==> src/rtl/seq_alu_if.sv <==
// rtl/seq_alu_if.sv - request/response bundle for seq_alu
interface seq_alu_if #(
  parameter int WIDTH = 8
);
  logic             in_valid;
  logic             in_ready;
  logic [2:0]       op;
  logic [WIDTH-1:0] a;
  logic [WIDTH-1:0] b;
  logic             out_valid;
  logic             out_ready;
  logic [WIDTH-1:0] result;
  logic             carry_out;

  modport master (
    output in_valid, op, a, b, out_ready,
    input  in_ready, out_valid, result, carry_out
  );

  modport slave (
    input  in_valid, op, a, b, out_ready,
    output in_ready, out_valid, result, carry_out
  );
endinterface

==> src/rtl/seq_alu.sv <==
// rtl/seq_alu.sv - handshaked ALU, one request in flight; SEQ_ALU_MULDIV_EN enables iterative mul/div
module seq_alu #(
  parameter int WIDTH = 8
) (
  input logic      clk,
  input logic      rst,
  seq_alu_if.slave bus
);

  localparam logic [1:0] S_IDLE = 2'd0;
`ifdef SEQ_ALU_MULDIV_EN
  localparam logic [1:0] S_BUSY = 2'd1;
`endif
  localparam logic [1:0] S_DONE = 2'd2;

  localparam logic [2:0] OP_ADD = 3'b000;
  localparam logic [2:0] OP_SUB = 3'b001;
  localparam logic [2:0] OP_AND = 3'b010;
  localparam logic [2:0] OP_OR  = 3'b011;
  localparam logic [2:0] OP_XOR = 3'b100;
`ifdef SEQ_ALU_MULDIV_EN
  localparam logic [2:0] OP_MUL = 3'b101;
  localparam logic [2:0] OP_DIV = 3'b110;
`endif
  localparam logic [2:0] OP_CMP = 3'b111;

  logic [1:0]       state_q, state_d;
  logic [WIDTH-1:0] result_q, result_d;
  logic             carry_q, carry_d;

  logic [WIDTH:0]   add_sum;
  logic [WIDTH-1:0] fast_res;
  logic             fast_carry;

`ifdef SEQ_ALU_MULDIV_EN
  localparam int CNT_W = $clog2(WIDTH + 1);

  logic [2:0]         op_q, op_d;
  logic [WIDTH-1:0]   a_q, a_d;
  logic [WIDTH-1:0]   b_q, b_d;
  // Mul: {partial high, multiplier shifting out}; div: {remainder, dividend shifting out / quotient shifting in}
  logic [2*WIDTH-1:0] acc_q, acc_d;
  logic [CNT_W-1:0]   cnt_q, cnt_d;

  logic [WIDTH:0]     mul_sum;
  logic [2*WIDTH-1:0] mul_step;
  logic [WIDTH:0]     div_shift;
  logic [WIDTH:0]     div_diff;
  logic [2*WIDTH-1:0] div_step;
`endif

  assign bus.in_ready  = (state_q == S_IDLE);
  assign bus.out_valid = (state_q == S_DONE);
  assign bus.result    = result_q;
  assign bus.carry_out = carry_q;

  // Single-cycle result straight from the request inputs; mul/div land in default when the iterative path is absent
  always_comb begin
    add_sum    = {1'b0, bus.a} + {1'b0, bus.b};
    fast_res   = '0;
    fast_carry = 1'b0;
    case (bus.op)
      OP_ADD: begin
        fast_res   = add_sum[WIDTH-1:0];
        fast_carry = add_sum[WIDTH];
      end
      OP_SUB: begin
        fast_res   = bus.a - bus.b;
        fast_carry = (bus.a < bus.b);
      end
      OP_AND:  fast_res = bus.a & bus.b;
      OP_OR:   fast_res = bus.a | bus.b;
      OP_XOR:  fast_res = bus.a ^ bus.b;
      OP_CMP:  fast_res = (bus.a == bus.b) ? WIDTH'(1) : '0;
      default: begin
        fast_res   = '0;
        fast_carry = 1'b1;
      end
    endcase
  end

`ifdef SEQ_ALU_MULDIV_EN
  // One shift-add multiply step and one restoring-divide step per BUSY cycle
  always_comb begin
    mul_sum   = {1'b0, acc_q[2*WIDTH-1:WIDTH]} + (acc_q[0] ? {1'b0, a_q} : '0);
    mul_step  = {mul_sum, acc_q[WIDTH-1:1]};
    div_shift = {acc_q[2*WIDTH-1:WIDTH], acc_q[WIDTH-1]};
    div_diff  = div_shift - {1'b0, b_q};
    if (!div_diff[WIDTH]) begin
      div_step = {div_diff[WIDTH-1:0], acc_q[WIDTH-2:0], 1'b1};
    end else begin
      div_step = {div_shift[WIDTH-1:0], acc_q[WIDTH-2:0], 1'b0};
    end
  end
`endif

  // Next-state: accept in IDLE, iterate in BUSY, hold the result in DONE until the consumer takes it
  always_comb begin
    state_d  = state_q;
    result_d = result_q;
    carry_d  = carry_q;
`ifdef SEQ_ALU_MULDIV_EN
    op_d  = op_q;
    a_d   = a_q;
    b_d   = b_q;
    acc_d = acc_q;
    cnt_d = cnt_q;
`endif
    case (state_q)
      S_IDLE: begin
        if (bus.in_valid) begin
`ifdef SEQ_ALU_MULDIV_EN
          if (bus.op == OP_MUL || bus.op == OP_DIV) begin
            state_d = S_BUSY;
            op_d    = bus.op;
            a_d     = bus.a;
            b_d     = bus.b;
            cnt_d   = '0;
            acc_d   = {{WIDTH{1'b0}}, (bus.op == OP_MUL) ? bus.b : bus.a};
          end else
`endif
          begin
            state_d  = S_DONE;
            result_d = fast_res;
            carry_d  = fast_carry;
          end
        end
      end
`ifdef SEQ_ALU_MULDIV_EN
      S_BUSY: begin
        acc_d = (op_q == OP_MUL) ? mul_step : div_step;
        cnt_d = cnt_q + CNT_W'(1);
        if (cnt_q == CNT_W'(WIDTH - 1)) begin
          state_d = S_DONE;
          if (op_q == OP_MUL) begin
            result_d = mul_step[WIDTH-1:0];
            carry_d  = |mul_step[2*WIDTH-1:WIDTH];
          end else if (b_q == '0) begin
            result_d = '0;
            carry_d  = 1'b1;
          end else begin
            result_d = div_step[WIDTH-1:0];
            carry_d  = 1'b0;
          end
        end
      end
`endif
      S_DONE: begin
        if (bus.out_ready) begin
          state_d = S_IDLE;
        end
      end
      default: state_d = S_IDLE;
    endcase
  end

  // State and datapath registers; reset aborts any operation in flight
  always_ff @(posedge clk or negedge rst) begin
    if (!rst) begin
      state_q  <= S_IDLE;
      result_q <= '0;
      carry_q  <= 1'b0;
`ifdef SEQ_ALU_MULDIV_EN
      op_q     <= '0;
      a_q      <= '0;
      b_q      <= '0;
      acc_q    <= '0;
      cnt_q    <= '0;
`endif
    end else begin
      state_q  <= state_d;
      result_q <= result_d;
      carry_q  <= carry_d;
`ifdef SEQ_ALU_MULDIV_EN
      op_q     <= op_d;
      a_q      <= a_d;
      b_q      <= b_d;
      acc_q    <= acc_d;
      cnt_q    <= cnt_d;
`endif
    end
  end

endmodule

==> src/flat_wrapper.sv <==
// flat-port wrapper written by rule: the top's interface ports become plain ports
module seq_alu_flat 
#(
  parameter int WIDTH = 8
)
  (clk, rst, bus_in_valid, bus_op, bus_a, bus_b, bus_out_ready, bus_in_ready, bus_out_valid, bus_result, bus_carry_out);
  seq_alu_if #(.WIDTH(WIDTH)) bus_i ();
  input logic clk;
  input logic rst;
  input wire logic [$bits(bus_i.in_valid)-1:0] bus_in_valid;
  input wire logic [$bits(bus_i.op)-1:0] bus_op;
  input wire logic [$bits(bus_i.a)-1:0] bus_a;
  input wire logic [$bits(bus_i.b)-1:0] bus_b;
  input wire logic [$bits(bus_i.out_ready)-1:0] bus_out_ready;
  output wire logic [$bits(bus_i.in_ready)-1:0] bus_in_ready;
  output wire logic [$bits(bus_i.out_valid)-1:0] bus_out_valid;
  output wire logic [$bits(bus_i.result)-1:0] bus_result;
  output wire logic [$bits(bus_i.carry_out)-1:0] bus_carry_out;
  assign bus_i.in_valid = bus_in_valid;
  assign bus_i.op = bus_op;
  assign bus_i.a = bus_a;
  assign bus_i.b = bus_b;
  assign bus_i.out_ready = bus_out_ready;
  assign bus_in_ready = bus_i.in_ready;
  assign bus_out_valid = bus_i.out_valid;
  assign bus_result = bus_i.result;
  assign bus_carry_out = bus_i.carry_out;
  seq_alu #(.WIDTH(WIDTH)) u_core (.clk(clk), .rst(rst), .bus(bus_i));
endmodule
==> config.mk <==
export PLATFORM = sky130hd
export DESIGN_NAME = seq_alu_flat
export DESIGN_NICKNAME = d
export VERILOG_FILES = /design/src/rtl/seq_alu_if.sv /design/src/rtl/seq_alu.sv /design/src/flat_wrapper.sv
export SDC_FILE = /design/constraint.sdc
export NUM_CORES = 1
export LEC_CHECK = 0
export ABC_AREA = 0
export ABC_CLOCK_PERIOD_IN_PS = 1800
export CORE_MARGIN = 5
export CORE_UTILIZATION = 39
export CTS_BUF_LIST = sky130_fd_sc_hd__clkbuf_8 sky130_fd_sc_hd__clkbuf_16
export CTS_CLUSTER_SIZE = 25
export DETAILED_ROUTE_END_ITERATION = 8
export PLACE_DENSITY_LB_ADDON = 0.25
export SYNTH_ARGS = -nofsm -noshare
export SYNTH_HDL_FRONTEND = slang
export SYNTH_SLANG_ARGS = --single-unit
export TNS_END_PERCENT = 1
==> constraint.sdc <==
create_clock -name clk -period 1.8 [get_ports clk]
set_input_delay 0.36 -clock clk [delete_from_list [all_inputs] [get_ports clk]]
set_output_delay 0.36 -clock clk [all_outputs]
set_load 0.01 [all_outputs]
* After elaboration in Yosys (flattened, before gate mapping)
Index checks and enable logic that the tools add are counted. Widths: inputs -> output; s select.
Storage, ports and cells: register bits 11, bits in latches 0, memory bits (writable) 0, ROM bits 0, bits of input ports 23, output and inout bits 11, logic and storage cells 29, memories 0
Operators by class: add/subtract/negate cells 2, multiply operators 0, divide/modulo/power cells 0, magnitude comparators 1, equality and inequality tests 9, shifts and indexed selects 0, muxes and demuxes 6, bitwise operators 3, reduce and logical (&&, ||, !) cells 5
Operators with widths (count):
- $pmux 8 s6 | 1
- $add 8x8->9 | 1
- $and 8x8->8 | 1
- $eq 8x8->1 | 1
- $lt 8x8->1 | 1
- $or 8x8->8 | 1
- $sub 8x8->8 | 1
- $xor 8x8->8 | 1
- $eq 3x2->1 const B | 2
- $eq 3x3->1 const B | 2
- $mux 2 | 2
- $ne 2x2->1 const B | 2
- $pmux 2 s2 | 1
- $reduce_and 2->1 | 2
- $reduce_or 4->1 | 1
- $eq 3x1->1 const B | 1
- $logic_not 3->1 | 1
- $pmux 1 s3 | 1
- $eq 2x2->1 const B | 1
- $logic_not 2->1 | 1
- $mux 1 | 1

* Depth between registers and ports, before layout
depth in word-level cells 3, mapped depth 10, mapped depth without buffers 10

* Worst setup path before layout
OpenSTA, ideal clock, no wires.
path type input to register, start point in bus_a[0], end point reg u_core.result_q[4] (netlist: u_core.bus.result[4]), setup time 126 ps, data arrival time 1804 ps, data required time 1674 ps, slack -130 ps, cell stages on the path 10, path buffers 0, cells stage by stage inv_1 -> ha_1 -> inv_1 -> fa_1 -> nand2b_1 -> a21oi_1 -> nor2_1 -> o21ai_0 -> and4_1 -> a221o_1
On the way: cells in the longest elaborated chain, start to end 2, elaborated cells on any way between the ends 3, classes of those cells 2 x add/sub; 1 x mux
Ends and longest elaborated chain:
- start: declaration | line flat_wrapper.sv:12 | input wire logic [$bits(bus_i.a)-1:0] bus_a;
- $sub 8x8->8 / $add 8x8->9 (equally long branches) | line seq_alu.sv:68, seq_alu.sv:59
- $pmux 8 s6 * | line seq_alu.sv:62 | case (bus.op)
- end signal: assignment | line seq_alu.sv:172 | result_q <= result_d;
- end: declaration | line seq_alu.sv:28 | logic [WIDTH-1:0] result_q, result_d;
Every way passes the cells marked *; elsewhere a longest branch is shown, timed or not. A chain may end at the register's enable or synchronous reset.

* Final worst setup path
start point in bus_a[4], end point reg u_core.result_q[0] (netlist: u_core.bus.result[0])
On the way: cells in the longest elaborated chain, start to end 3
Ends and longest elaborated chain:
- $eq 8x8->1 | line seq_alu.sv:74 | OP_CMP: fast_res = (bus.a == bus.b) ? WIDTH'(1) : '0;
- $mux 1 | line seq_alu.sv:74
- $pmux 8 s6 | line seq_alu.sv:62
No other way between the ends.

==> run_results.csv <==
group,metric,value,unit
floorplan,placementRows,23,
clocking,clk_path_buf_depth,2,
worst_setup_path,cp_max_fo,7,
clocking,cts_tree,"yes",
detailed_routing,viasPerCell,5.41,
logic_synthesis,syn_area,1590,sq um
floorplan,fp.coreArea,3970,sq um
detailed_routing,drc,0,
logic_synthesis,muxShareOfSynthArea,1.89,%
placement,port_buffers,33,
final_layout,drive_gt1_share,46.8,%
worst_setup_path,path_class,"input port to register",
logic_synthesis,synth_edf_count,0,
power,ir_drop,201,uV
logic_synthesis,yosysWarningCount,0,
logic_synthesis,synth_seq_cells,10,
timing,fmax,0.554,GHz
detailed_routing,firstDrtPassIters,4,
worst_setup_path,critPathArrivalTime,1.98,ns
global_routing,grt_max_degree,19,
worst_setup_path,cp-end-kind,"register",
logic_synthesis,synth-async-reset-ratio,100,%
timing,period_needed,1.80,ns
worst_setup_path,worstPathRequired,1.97,ns
timing,slew_viol_final,0,
placement,place_congestion,0.934,
clocking,htreeDepth,1,
power,p_leak,0.00130,uW
logic_synthesis,yosys.area_share.simple,19.0,%
global_routing,globalRouteOverflowTotal,0,
logic_synthesis,ys_seq_area_share,15.7,%
logic_synthesis,synthCells,213,
floorplan,dieArea,5460,sq um
placement,dp_hpwl,4.21,mm
outcome,violations,"negative setup slack",
timing,rsz0062_at_grt,"yes",
final_layout,syn2layout_area_growth,77.0,%
timing,skew,0.00812,ns
outcome,status,"finished, violations left",
timing,relSlewSlack,68.3,%
power,power.density,479,nW/um^2
global_routing,grt_pass1_wl,8.80,mm
logic_synthesis,yosys-top-cells-area,"ha_1, dfrtp_1, a21oi_1",
timing,fin_crit_sh,100,%
timing,hold_viol_final,0,
detailed_routing,wl_per_cell,14.9,microns
clocking,clkSlewWorstSetupHoldPaths,0.05,ns
floorplan,initial_core_util,40.1,%
global_routing,grt_pass1_vias,1956,
logic_synthesis,synth_top_area_share,19.7,%
logic_synthesis,synth.largest_area_cell,"ha_1",
detailed_routing,vias,1970,
logic_synthesis,synthTopCellsByCount,"ha_1, inv_1, a21oi_1, nand2_1, nor2_1",
worst_setup_path,rr_startpoint,"u_core.state_q[1]",
detailed_routing,drt_iter0_markers,245,
worst_setup_path,worstSetupStartpointType,"input port",
detailed_routing,ant_nets,0,
logic_synthesis,synth_compound_gate_area_share,29.2,%
worst_setup_path,critPathLaunch,"bus_a[4]",
logic_synthesis,synth_top_family_by_area,"compound AO/OA/AOI/OAI gates",
final_layout,antenna_cells,0,
global_routing,antenna_found_initial,0,
hold_path,min_path_type,"input port to async pin",
clocking,clkLatencyLatePin,0.25,ns
logic_synthesis,synthFlopType,"dfrtp_1",
floorplan,die_height,73.9,microns
floorplan,io_pins,34,
logic_synthesis,synth_nets,263,
logic_synthesis,synth_fa_ha_area_share,22.2,%
timing,tightestPinTransition,0.475,ns
detailed_routing,wl,5.43,mm
timing,finalWorstSetupSlack,-0.00441,ns
timing,setup_violations,1,
clocking,cts-root-buf,"clkbuf_8",
global_routing,gr-usage-all-layers,20.4,%
floorplan,chipWidth,73.9,microns
clocking,cts_buffers,3,
timing,tns,-0.00441,ns
logic_synthesis,syn_avg_cell_area,7.47,sq um
logic_synthesis,synth_cell_types,49,
logic_synthesis,synth_xor_area_share,2.20,%
placement,dp_slack,-0.673,ns
run,max_cap_viol_count,0,
clocking,cts.sinks,10,
final_layout,layout.nets,366,
## final cells by class
class | instances | area, sq um
multi-input cells | 164 | 1450
fillers | 338 | 1150
repair buffers | 110 | 885
flip-flops and latches | 10 | 250
inverters | 27 | 126
well taps | 50 | 62.6
clock buffers | 3 | 41.3
## layer usage
metal | up-vias | share of wire (%) | track usage (%)
li1 | 958 | - | -
met2 | 72 | 47 | 34.4
met4 | 0 | 2.2 | 6.64
met1 | 929 | 44 | 27.1
met3 | 11 | 6.6 | 1.92
met5 | - | 0 | 0
## state kept, by name (all words and copies together) (netlist names)
register	cells
u_core.state_q	1
u_core.bus.result	8
u_core.bus.carry_out	1
## report_power, final
part           internal, uW  switching [uW]
Combinational           435             381
Clock                   147            93.0
Sequential              268            26.6
## logic make-up (layout without fill, tap and decap cells)
family / count (synthesis) / count (layout)
XOR/XNOR: 4 / 4
multiplexers: 3 / 3
AND/OR/NAND/NOR: 60 / 60
AO/OA/AOI/OAI: 70 / 70
buffers and inverters: 39 / 140
flip-flops: 10 / 10
adder cells (fa/ha/maj): 27 / 27
## through the flow
| stage | util, % | total power [uW] | cells | instance area, sq um | hold WS, ns |
|---|---|---|---|---|---|
| 2_1_floorplan | - | 636 | 213 | 1680 | 0.0644 |
| 3_3_place_gp | 64.1 | 1010 | 357 | 2540 | 0.490 |
| 3_5_place_dp | 64.1 | 1020 | 357 | 2540 | 0.497 |
| 4_1_cts | 69.9 | 1310 | 362 | 2780 | 0.469 |
| 5_1_grt | 71.0 | 1430 | 364 | 2820 | 0.492 |
| 6_report | 71.0 | 1350 | 364 | 2820 | 0.441 |
## critical path, stage by stage
cell           delay, ns
dlygate4sd2_1       0.23
inv_2               0.05
ha_4                0.26
or4_4               0.47
nor4_4              0.28
nand3_1             0.11
nand2_1             0.08
a22o_1              0.13
## worst paths after layout
| kind | to | cells past startpoint | slack (ns) |
|---|---|---|---|
| min | u_core.bus.result[4] | 1 | 0.44 |
| max in group asynchronous | u_core.bus.result[0] | 1 | 1.03 |
| min in group clk | u_core.bus.result[2] | 1 | 0.51 |
| max | u_core.bus.result[0] | 8 | -0.004 |
| min reg2reg | u_core.bus.result[2] | 1 | 0.51 |
| max reg2reg | u_core.bus.result[0] | 5 | 0.60 |
## cells in the final DEF, fill, tap and decap left out, types with 8 or more instances in the layout
cell,netlist,final
a21oi_1,19,14
ha_1,25,14
inv_1,25,8
dlygate4sd2_1,0,9
ha_4,0,9
nor2_1,16,14
inv_2,2,14
nand2_1,17,16
clkdlybuf4s50_1,0,14
buf_4,0,74
dfrtp_1,10,10
## what timing repair did
action / 4_1_cts / 5_1_grt
pin swaps: 28 / 16
setup endpoints to repair: 9 / 9
hold buffers: 0 / 0
buffers inserted: 2 / 2
resized for setup: 75 / 25
No activity file was read; power rests on OpenSTA's default activity.
